[src/rtl/deserq_pkg.sv]
// Shared types and default sizes for the parametrised serial word queue.
package deserq_pkg;

  typedef enum logic {
    S_COLLECT = 1'b0,
    S_HOLD    = 1'b1
  } deserq_state_t;

  localparam int DESERQ_DEF_WIDTH = 8;
  localparam int DESERQ_DEF_DEPTH = 8;

endpackage

[src/rtl/sync_fifo.sv]
// Synchronous show-ahead FIFO. The head word is visible whenever the FIFO is non-empty
// and reads as zero when it is empty.
module sync_fifo #(
  parameter int WIDTH = 8,
  parameter int DEPTH = 8
) (
  input  logic                       clk,
  input  logic                       rst_n,
  input  logic                       push,
  input  logic                       pop,
  input  logic [WIDTH-1:0]           push_data,
  output logic [WIDTH-1:0]           head,
  output logic [$clog2(DEPTH+1)-1:0] count,
  output logic                       full,
  output logic                       empty
);

  localparam int PTR_W = $clog2(DEPTH);
  localparam int CNT_W = $clog2(DEPTH + 1);

  logic [WIDTH-1:0] mem [DEPTH];
  logic [PTR_W-1:0] wr_ptr;
  logic [PTR_W-1:0] rd_ptr;
  logic             do_push;
  logic             do_pop;

  // Explicit wrap keeps non-power-of-two depths correct.
  function automatic logic [PTR_W-1:0] ptr_inc(input logic [PTR_W-1:0] ptr);
    return (ptr == PTR_W'(DEPTH - 1)) ? '0 : ptr + PTR_W'(1);
  endfunction

  assign do_pop  = pop & ~empty;
  assign do_push = push & (~full | do_pop);

  always_ff @(posedge clk) begin
    if (!rst_n) begin
      wr_ptr <= '0;
      rd_ptr <= '0;
      count  <= '0;
    end else begin
      if (do_push) wr_ptr <= ptr_inc(wr_ptr);
      if (do_pop)  rd_ptr <= ptr_inc(rd_ptr);
      case ({do_push, do_pop})
        2'b10:   count <= count + CNT_W'(1);
        2'b01:   count <= count - CNT_W'(1);
        default: count <= count;
      endcase
    end
  end

  // NOTE: storage has no reset; the cleared count masks stale entries, so
  // the array maps onto plain RAM without a reset network.
  always_ff @(posedge clk) begin
    if (do_push) mem[wr_ptr] <= push_data;
  end

  assign full  = (count == CNT_W'(DEPTH));
  assign empty = (count == '0);
  assign head  = empty ? '0 : mem[rd_ptr];

endmodule

[src/rtl/deser_queue_param.sv]
// Serial-in deserializer feeding a DEPTH-entry queue; a completed word stalls in a hold
// register while the queue is full. Optional even-parity framing: DESERQ_PARITY_EN.
module deser_queue_param
  import deserq_pkg::*;
#(
  parameter int WIDTH     = DESERQ_DEF_WIDTH,
  parameter int DEPTH     = DESERQ_DEF_DEPTH,
  parameter bit MSB_FIRST = 1'b1
) (
  input  logic                       clock1M,
  input  logic                       reset,
  input  logic                       data_in,
  input  logic                       write_in,
  input  logic                       dequeue_in,
  output logic [WIDTH-1:0]           data_out,
  output logic                       status_out,
  output logic [$clog2(DEPTH+1)-1:0] count_out,
  output logic                       full_out,
  output logic                       empty_out,
  output logic                       overflow,
  output logic                       parity_err
);

`ifdef DESERQ_PARITY_EN
  localparam int FRAME = WIDTH + 1;
`else
  localparam int FRAME = WIDTH;
`endif
  localparam int BIT_W = $clog2(FRAME);

  deserq_state_t    state_q, state_d;
  logic             write_q, deq_q;
  logic             bit_stb, pop_stb;
  logic [WIDTH-1:0] sr_q, sr_d;
  logic [BIT_W-1:0] bit_cnt_q, bit_cnt_d;
  logic [WIDTH-1:0] hold_q, hold_d;
  logic [WIDTH-1:0] shift_word, final_word;
  logic             last_bit, frame_ok;
  logic             push;
  logic [WIDTH-1:0] push_word;
  logic             ovf_d, ovf_q;
`ifdef DESERQ_PARITY_EN
  logic             perr_d, perr_q;
`endif

  assign bit_stb  = write_in & ~write_q;
  assign pop_stb  = dequeue_in & ~deq_q;
  assign last_bit = (bit_cnt_q == BIT_W'(FRAME - 1));

  assign shift_word = MSB_FIRST ? {sr_q[WIDTH-2:0], data_in} : {data_in, sr_q[WIDTH-1:1]};

`ifdef DESERQ_PARITY_EN
  // The closing bit is even parity over the already-shifted word.
  assign final_word = sr_q;
  assign frame_ok   = ((^sr_q) == data_in);
`else
  assign final_word = shift_word;
  assign frame_ok   = 1'b1;
`endif

  // NOTE: registers use non-blocking assignments so every flop samples
  // pre-edge values regardless of block ordering.
  always_ff @(posedge clock1M) begin
    if (!reset) begin
      state_q   <= S_COLLECT;
      write_q   <= 1'b0;
      deq_q     <= 1'b0;
      sr_q      <= '0;
      bit_cnt_q <= '0;
      hold_q    <= '0;
      ovf_q     <= 1'b0;
`ifdef DESERQ_PARITY_EN
      perr_q    <= 1'b0;
`endif
    end else begin
      state_q   <= state_d;
      write_q   <= write_in;
      deq_q     <= dequeue_in;
      sr_q      <= sr_d;
      bit_cnt_q <= bit_cnt_d;
      hold_q    <= hold_d;
      ovf_q     <= ovf_d;
`ifdef DESERQ_PARITY_EN
      perr_q    <= perr_d;
`endif
    end
  end

  // NOTE: every output of this block is defaulted first so no path infers a latch.
  always_comb begin
    state_d   = state_q;
    sr_d      = sr_q;
    bit_cnt_d = bit_cnt_q;
    hold_d    = hold_q;
    push      = 1'b0;
    push_word = hold_q;
    ovf_d     = 1'b0;
`ifdef DESERQ_PARITY_EN
    perr_d    = 1'b0;
`endif
    case (state_q)
      S_COLLECT: begin
        if (bit_stb) begin
          if (last_bit) begin
            bit_cnt_d = '0;
            // A same-cycle pop frees a slot, so a full queue can still accept.
            if (frame_ok && (!full_out || pop_stb)) begin
              push      = 1'b1;
              push_word = final_word;
            end else if (frame_ok) begin
              hold_d  = final_word;
              state_d = S_HOLD;
            end
`ifdef DESERQ_PARITY_EN
            else begin
              perr_d = 1'b1;
            end
`endif
          end else begin
            sr_d      = shift_word;
            bit_cnt_d = bit_cnt_q + BIT_W'(1);
          end
        end
      end
      S_HOLD: begin
        ovf_d = bit_stb;
        if (pop_stb) begin
          push    = 1'b1;
          state_d = S_COLLECT;
        end
      end
      default: state_d = S_COLLECT;
    endcase
  end

  sync_fifo #(
    .WIDTH (WIDTH),
    .DEPTH (DEPTH)
  ) u_fifo (
    .clk       (clock1M),
    .rst_n     (reset),
    .push      (push),
    .pop       (pop_stb),
    .push_data (push_word),
    .head      (data_out),
    .count     (count_out),
    .full      (full_out),
    .empty     (empty_out)
  );

  assign status_out = (state_q == S_HOLD);
  assign overflow   = ovf_q;
`ifdef DESERQ_PARITY_EN
  assign parity_err = perr_q;
`else
  assign parity_err = 1'b0;
`endif

endmodule

[config.mk]
export PLATFORM = sky130hd
export DESIGN_NAME = deser_queue_param
export DESIGN_NICKNAME = d
export VERILOG_FILES = /design/src/rtl/deserq_pkg.sv /design/src/rtl/sync_fifo.sv /design/src/rtl/deser_queue_param.sv
export SDC_FILE = /design/constraint.sdc
export NUM_CORES = 1
export LEC_CHECK = 0
export CAP_MARGIN = 20
export CORE_MARGIN = 2
export CORE_UTILIZATION = 59
export CTS_CLUSTER_DIAMETER = 50
export DETAILED_ROUTE_END_ITERATION = 16
export GPL_TIMING_DRIVEN = 0
export PLACE_DENSITY = 0.78
export SLEW_MARGIN = 30
export SYNTH_ARGS = -nofsm -noshare
export SYNTH_HDL_FRONTEND = slang
export SYNTH_SLANG_ARGS = --single-unit
[constraint.sdc]
create_clock -name clock1M -period 3.65 [get_ports clock1M]
set_clock_uncertainty 0.1 [all_clocks]
set_input_delay 1.095 -clock clock1M [delete_from_list [all_inputs] [get_ports clock1M]]
set_output_delay 1.095 -clock clock1M [all_outputs]
set_load 0.05 [all_outputs]
==> out/results.txt, run 1 <==
Crit-path slowest cell: clkdlybuf4s50_1
Total Wirelength: 7150 um
Clock power share: 0.383
Worst skew pair latency: 0.35 ns
Core area: 0.00672 mm^2
Status: finished clean
Largest net degree at the start of global routing: 18
Min Clock Period, post-route: 3.47 ns
Worst hold-check path type: reg2reg
Leak: 1.56 nW
# fillers: 458
Starting Density: 0.605
Sw Ratio: 0.200
Die Width: 87.0 um
Max frequency: 288 MHz
Seq/Total Area, Yosys: 0.645
Reg2Reg Depth: 12
RSZ-0062 raised after global routing: false
Post-Layout Cell Count: 404
Worst vdd ir: 322 uV
Simple-gate share of the synthesized area: 0.108
Yosys cell types: 38
Worst-path clk slew: 0.09 ns
Port-buffer cells: 20
XOR/XNOR Fraction of Synth Area: 0.00646
Worst slew pin tran: 0.916 ns
Area growth syn-to-layout: 13.9%
Gr ovfl total: 0
CP Class: in2reg
CP bufs+invs: 1
Most frequent cells in the layout: edfxtp_1 (64), dfxtp_1 (35), nand2_1 (28)
CTS tree: done
First-pass DRT Iterations: 4
Dpl hpwl: 4880 um
Layout cells sized above 1: 0.170
Die Area: 0.00757 mm^2
Syn avg cell area: 14.1 um^2
Via/cell ratio: 5.81
ANT nets after route: 0
RR Startpoint: bit_cnt_q[0]
Starting DRT DRC Count: 113
Initial antenna violation count: 0
Asr flop ratio synth: 0
Yosys Warn Count: 0
R2r endpoint: u_fifo.count[2]
Cells after Synth: 288
Crit. End Element: register
Boundary Pins: 22
Clock sinks: 99
GP Congestion: 0.763
Power Density: 426 mW/mm^2
N_diodes: 0
Max Buffers Root-to-Sink: 2
Largest family of logic cells by synthesized area: multiplexers
Mapped Nets: 302
Maxcap violations: 0
Setup crit start kind: primary input
Hold WS: 0.359 ns
CP max stage delay: 0.51 ns
Hold Vio Cnt, Final: 0
Final setup TNS: 0 ns
CP Depth: 11
Compound-Gate Fraction of Synth Area: 0.0499
Hold path start: hold_q[5]
First-pass GRT wire length: 11,300 um
Worst Path Required: 3.83 ns
Utilization after layout: 0.689
Nets@finish: 333
Final setup violation count: 0
Vias in the first global route: 2,207
Most used DFF post-synth: edfxtp_1
H-tree depth: 3
Avg WL per Cell: 17.7 um
Drt drc: 0
Synth Register Bits: 99
Netlist Area Pre-Place: 0.00407 mm^2
Endpoint, Worst Hold: hold_q[5]
Data arrival, critical path: 3.66 ns
Psw: 393 uW
Cell chain of the critical path: clkdlybuf4s50_1 -> and4bb_2 -> a21boi_2 -> nor2_4 -> ha_1 -> xor2_1 -> ha_1 -> a21oi_1 -> xor2_1 -> or3_1 -> a21oi_1
Row count: 30
Comb power frac: 0.017
Mux contribution to synthesized area: 0.143
Number of synthesized flops with an enable pin: 64
CTS root buf: clkbuf_8
Hold Path Depth: 2
Seq pwr share: 0.600
GRT Resource Usage Total: 0.205
Final count of pins violating max slew: 0
Post-Place Cells: 389
Die Ht: 87.0 um
Post-synthesis adder-cell area fraction: 0.0277
Most common cell after layout, fill and taps aside: edfxtp_1
Critical path fanouts, max: 6
Slew HR: 0.387
Fin crit share: 0.952
FF-to-FF setup slack: 0.77 ns
CP delay by family, top: simple AND/OR/NAND/NOR gates
Cts bufs inserted: 9
Pint: 1.58 mW
Via count: 2,349
[kinds of logic after synthesis]
group / count (synthesis)
flip-flops: 99
buffers and inverters: 16
adder cells (fa/ha/maj): 9
AO/OA/AOI/OAI: 37
AND/OR/NAND/NOR: 86
XOR/XNOR: 3
other: 1
multiplexers: 37
[worst min-delay path, cell delays in order, from the launching register on]
cell,delay (ns)
dfxtp_1,0.32
nand3_1,0.06
o21ai_1,0.05
[how the worst max path moves through the flow]
stage,start,end
5_1_grt,write_in,u_fifo.count[2]
3_5_place_dp,write_in,u_fifo.count[2]
2_1_floorplan,u_fifo.count[1],u_fifo.count[2]
3_3_place_gp,write_in,u_fifo.mem[0][1]
4_1_cts,register,data_out[5]
6_report,write_in,u_fifo.count[2]
[synthesized netlist by cell type (2+ instances only)]
cell type	instances	share of area
buf_1	2	0.0018
a21oi_1	16	0.020
ha_1	9	0.028
edfxtp_1	64	0.47
mux4_2	16	0.089
buf_2	5	0.0062
nand2_1	28	0.026
mux2i_1	12	0.030
nor3_1	5	0.0062
o21ai_0	8	0.0098
dfxtp_1	35	0.17
mux2_2	2	0.0055
buf_4	3	0.0055
xor2_1	3	0.0065
and2_1	3	0.0046
nor4_1	2	0.0031
o21ai_1	9	0.011
nand3_1	11	0.014
nand2b_1	6	0.0092
mux2_1	7	0.019
clkbuf_1	5	0.0046
nor2b_1	2	0.0031
nor2_1	20	0.018
[sequential cells by signal (all words and copies together), names as in the netlist, named ones only]
name	cells
u_fifo.count	4
u_fifo.wr_ptr	3
overflow	1
hold_q	8
sr_q	7
bit_cnt_q	3
deq_q	1
write_q	1
u_fifo.rd_ptr	3
status_out	1
u_fifo.mem	64
[power by group through the flow]
stage	combinational (mW)	sequential, mW	clock (mW)
floorplan	0.0220	1.21	0
global placement	0.0326	1.21	0
detailed placement	0.0335	1.21	0
CTS	0.0339	1.18	0.772
global route	0.0374	1.18	0.821
finish	0.0336	1.18	0.754
[final cells by class]
| type | count | area [um^2] | area share |
|---|---|---|---|
| flip-flops and latches | 99 | 2620 | 0.566 |
| multi-input cells | 173 | 1400 | 0.303 |
| repair buffers | 21 | 196 | 0.0424 |
| clock buffers | 11 | 163 | 0.0351 |
| well taps | 80 | 100 | 0.0216 |
| plain buffers | 14 | 76.3 | 0.0165 |
| clock inverters | 5 | 65.1 | 0.0141 |
| inverters | 1 | 3.75 | 0.000811 |
[routing by layer]
| metal | up-vias | wire, um | share of wire | global-route usage |
|---|---|---|---|---|
| met4 | 0 | 70 | 0.0098 | 0.0653 |
| met1 | 1156 | 3300 | 0.46 | 0.274 |
| li1 | 1139 | - | - | - |
| met3 | 6 | 286 | 0.040 | 0.0464 |
| met5 | - | 0 | 0 | 0 |
| met2 | 48 | 3490 | 0.49 | 0.334 |
[timing repair]
action	in CTS	in global routing
hold buffers	0	0
setup buffers	0	0
endpoints found under the hold margin	0	0
endpoints found under the setup margin	9	10
gates resized for setup	9	4
[stage by stage]
stage	total power, mW	cell area [um^2]	setup WS (ns)
after floorplan	1.23	4070	0.374
after global placement	1.24	4370	-0.669
after detailed placement	1.24	4400	-0.186
after CTS	1.99	4620	0.000380
after global routing	2.04	4630	0.0136
final	1.97	4630	0.176
No activity file was read; power rests on OpenSTA's default activity.
==> inputs of run 2 (changes only) <==
--- a/config.mk
+++ b/config.mk
@@ -7,10 +7,13 @@
 export LEC_CHECK = 0
 export CAP_MARGIN = 20
+export CELL_PAD_IN_SITES_DETAIL_PLACEMENT = 0
+export CELL_PAD_IN_SITES_GLOBAL_PLACEMENT = 1
 export CORE_MARGIN = 2
-export CORE_UTILIZATION = 59
+export CORE_UTILIZATION = 52
+export CTS_BUF_LIST = sky130_fd_sc_hd__clkbuf_8
 export CTS_CLUSTER_DIAMETER = 50
 export DETAILED_ROUTE_END_ITERATION = 16
 export GPL_TIMING_DRIVEN = 0
-export PLACE_DENSITY = 0.78
+export PLACE_DENSITY = 0.81
 export SLEW_MARGIN = 30
 export SYNTH_ARGS = -nofsm -noshare
--- a/constraint.sdc
+++ b/constraint.sdc
@@ -3,3 +3,3 @@
 set_input_delay 1.095 -clock clock1M [delete_from_list [all_inputs] [get_ports clock1M]]
 set_output_delay 1.095 -clock clock1M [all_outputs]
-set_load 0.05 [all_outputs]
+set_load 0.005 [all_outputs]
==> run 2 against run 1 <==
Clock-buffer cell count down 2. Critical path type is now reg2out. Largest cell class unchanged. Global-route usage down 2.4 points. First-iteration DRC count down 14%. Via count down 1.7%. Sequential cell count unchanged. Cell count up 5.4%. Critical path depth down 5. Highest routed layer unchanged. Core utilization down 8.5 points.
==> out/results.txt, run 2 (same netlist as run 1, synthesis figures left out) <==
Via count: 2,309 (-1.7%)
Data arrival, critical path: 2.28 ns (-1.38 ns)
Setup WS post-layout: 0.179 ns (+0.00378 ns)
Worst-path clk slew: 0.10 ns (about the same)
First-pass GRT wire length: 11,500 um (+1.8%)
Vias in the first global route: 2,193 (-0.63%)
ANT nets after route: 0 (unchanged)
CTS tree: done
Die Width: 92.4 um (+6.2%)
Most frequent cells in the layout: edfxtp_1 (64), dfxtp_1 (35), nand2_1 (28)
Max frequency: 288 MHz (+0.11%)
Gr ovfl total: 0 (unchanged)
Fin crit share: 0.951 (-0.00104)
Core area: 0.00765 mm^2 (+14%)
Post-place setup slack: -0.180 ns (+0.00535 ns)
Row count: 32 (+6.7%)
Die Ht: 92.4 um (+6.2%)
Dpl hpwl: 4920 um (+0.80%)
Critical path fanouts, max: 10 (+4)
Utilization after layout: 0.604 (-0.0850)
Status: finished clean
Hold Vio Cnt, Final: 0 (unchanged)
Power Density: 402 mW/mm^2 (-5.5%)
CTS root buf: clkbuf_8
Final count of pins violating max slew: 0 (unchanged)
GP Congestion: 0.766 (+0.34%)
Max reg flops: 64 (unchanged)
Clock sinks: 99 (unchanged)
Starting DRT DRC Count: 97 (-14%)
Hold_buf cts: 0 (unchanged)
N_diodes: 0 (unchanged)
Post-Layout Cell Count: 426 (+5.4%)
Worst skew pair latency: 0.35 ns (about the same)
Nets@finish: 333 (unchanged)
Total Wirelength: 7150 um (about the same)
Maxcap violations: 0 (unchanged)
Die Area: 0.00854 mm^2 (+13%)
Hold WS: 0.360 ns (+0.000933 ns)
Starting Density: 0.532 (-0.0735)
Hold path start: hold_q[0]
Max Buffers Root-to-Sink: 2 (unchanged)
First-pass DRT Iterations: 4 (unchanged)
RR Startpoint: bit_cnt_q[0]
Leak: 1.49 nW (-4.5%)
Final setup violation count: 0 (unchanged)
Largest reg by FF count: u_fifo.mem
H-tree depth: 3 (unchanged)
Layout cells sized above 1: 0.170 (unchanged)
Worst vdd ir: 217 uV (-33%)
CP Class: reg2out
Via/cell ratio: 5.42 (-6.8%)
Initial antenna violation count: 0 (unchanged)
Most common cell after layout, fill and taps aside: edfxtp_1
Worst Path Required: 2.45 ns (-1.38 ns)
Drt drc: 0 (unchanged)
Min Clock Period, post-route: 3.47 ns (-0.00378 ns)
Top flop regs: u_fifo.mem: 64 flops, hold_q: 8 flops, sr_q: 7 flops
Post-Place Cells: 411 (+5.7%)
Area growth syn-to-layout: 13.6%
Worst hold-check path type: reg2reg
Setup crit start kind: register
Slew HR: 0.416 (+0.0291)
Worst slew pin tran: 0.872 ns (-0.0435 ns)
RSZ-0062 raised after global routing: false
Cts bufs inserted: 9 (unchanged)
Port-buffer cells: 20 (unchanged)
Crit. End Element: output port
Boundary Pins: 22 (unchanged)
Avg WL per Cell: 16.8 um (-5.1%)
Largest net degree at the start of global routing: 19 (+1)
GRT Resource Usage Total: 0.181 (-0.0238)
## run 2: cell types whose count changed in the layout (fill, tap and decap cells not counted), sizes merged
| cell | previous run | this run |
|---|---|---|
| clkinvlp | 0 | 3 |
| bufinv | 1 | 0 |
| clkbuf | 17 | 15 |
| dlygate4sd2 | 9 | 0 |
| clkdlybuf4s50 | 11 | 20 |
## run 2: layout make-up
type / instances / area (um^2)
repair buffers: 21 / 208
clock inverters: 7 / 60.1
clock buffers: 9 / 124
flip-flops and latches: 99 / 2620
fillers: 588 / 3030
multi-input cells: 173 / 1400
inverters: 1 / 3.75
plain buffers: 14 / 76.3
well taps: 102 / 128
## run 2: worst paths after layout
path | endpoint | slack, ns | cells after the start
min | hold_q[0] | 0.36 | 2
min reg2reg | hold_q[0] | 0.36 | 2
max reg2reg | u_fifo.count[2] | 0.67 | 12
max | data_out[7] | 0.18 | 6
## run 2: through the flow
step | area (um^2) | TNS, ns | power, mW
after floorplan | 4070 | 0 | 1.23
final | 4620 | 0 | 1.86
after CTS | 4610 | 0 | 1.87
after detailed placement | 4430 | -0.180 | 1.24
after global routing | 4620 | 0 | 1.92
after global placement | 4390 | -14.69 | 1.24
## run 2: worst max-delay path, stage by stage (launching register included)
cell	delay, ns
dfxtp_1	0.32
clkbuf_4	0.22
buf_6	0.21
mux4_2	0.54
mux2i_1	0.14
nor2_1	0.05
clkdlybuf4s50_1	0.44
## run 2: power by group
part | internal, mW | switching (mW) | leakage [nW]
Clock | 0.257 | 0.387 | 0.0840
Sequential | 1.18 | 0.00249 | 0.852
Combinational | 0.0123 | 0.0193 | 0.552
Total | 1.45 | 0.408 | 1.49
## run 2: what timing repair did
item | 4_1_cts | 5_1_grt
buffers inserted | 0 | 0
endpoints found under the setup margin | 0 | 9
gates resized for setup | 0 | 3
## run 2: routing by layer
metal | up-vias | share of wire | track usage
li1 | 1136 | - | -
met2 | 41 | 0.51 | 0.310
met4 | 0 | 0.012 | 0.0572
met1 | 1124 | 0.44 | 0.235
met3 | 8 | 0.035 | 0.0342
met5 | - | 0 | 0
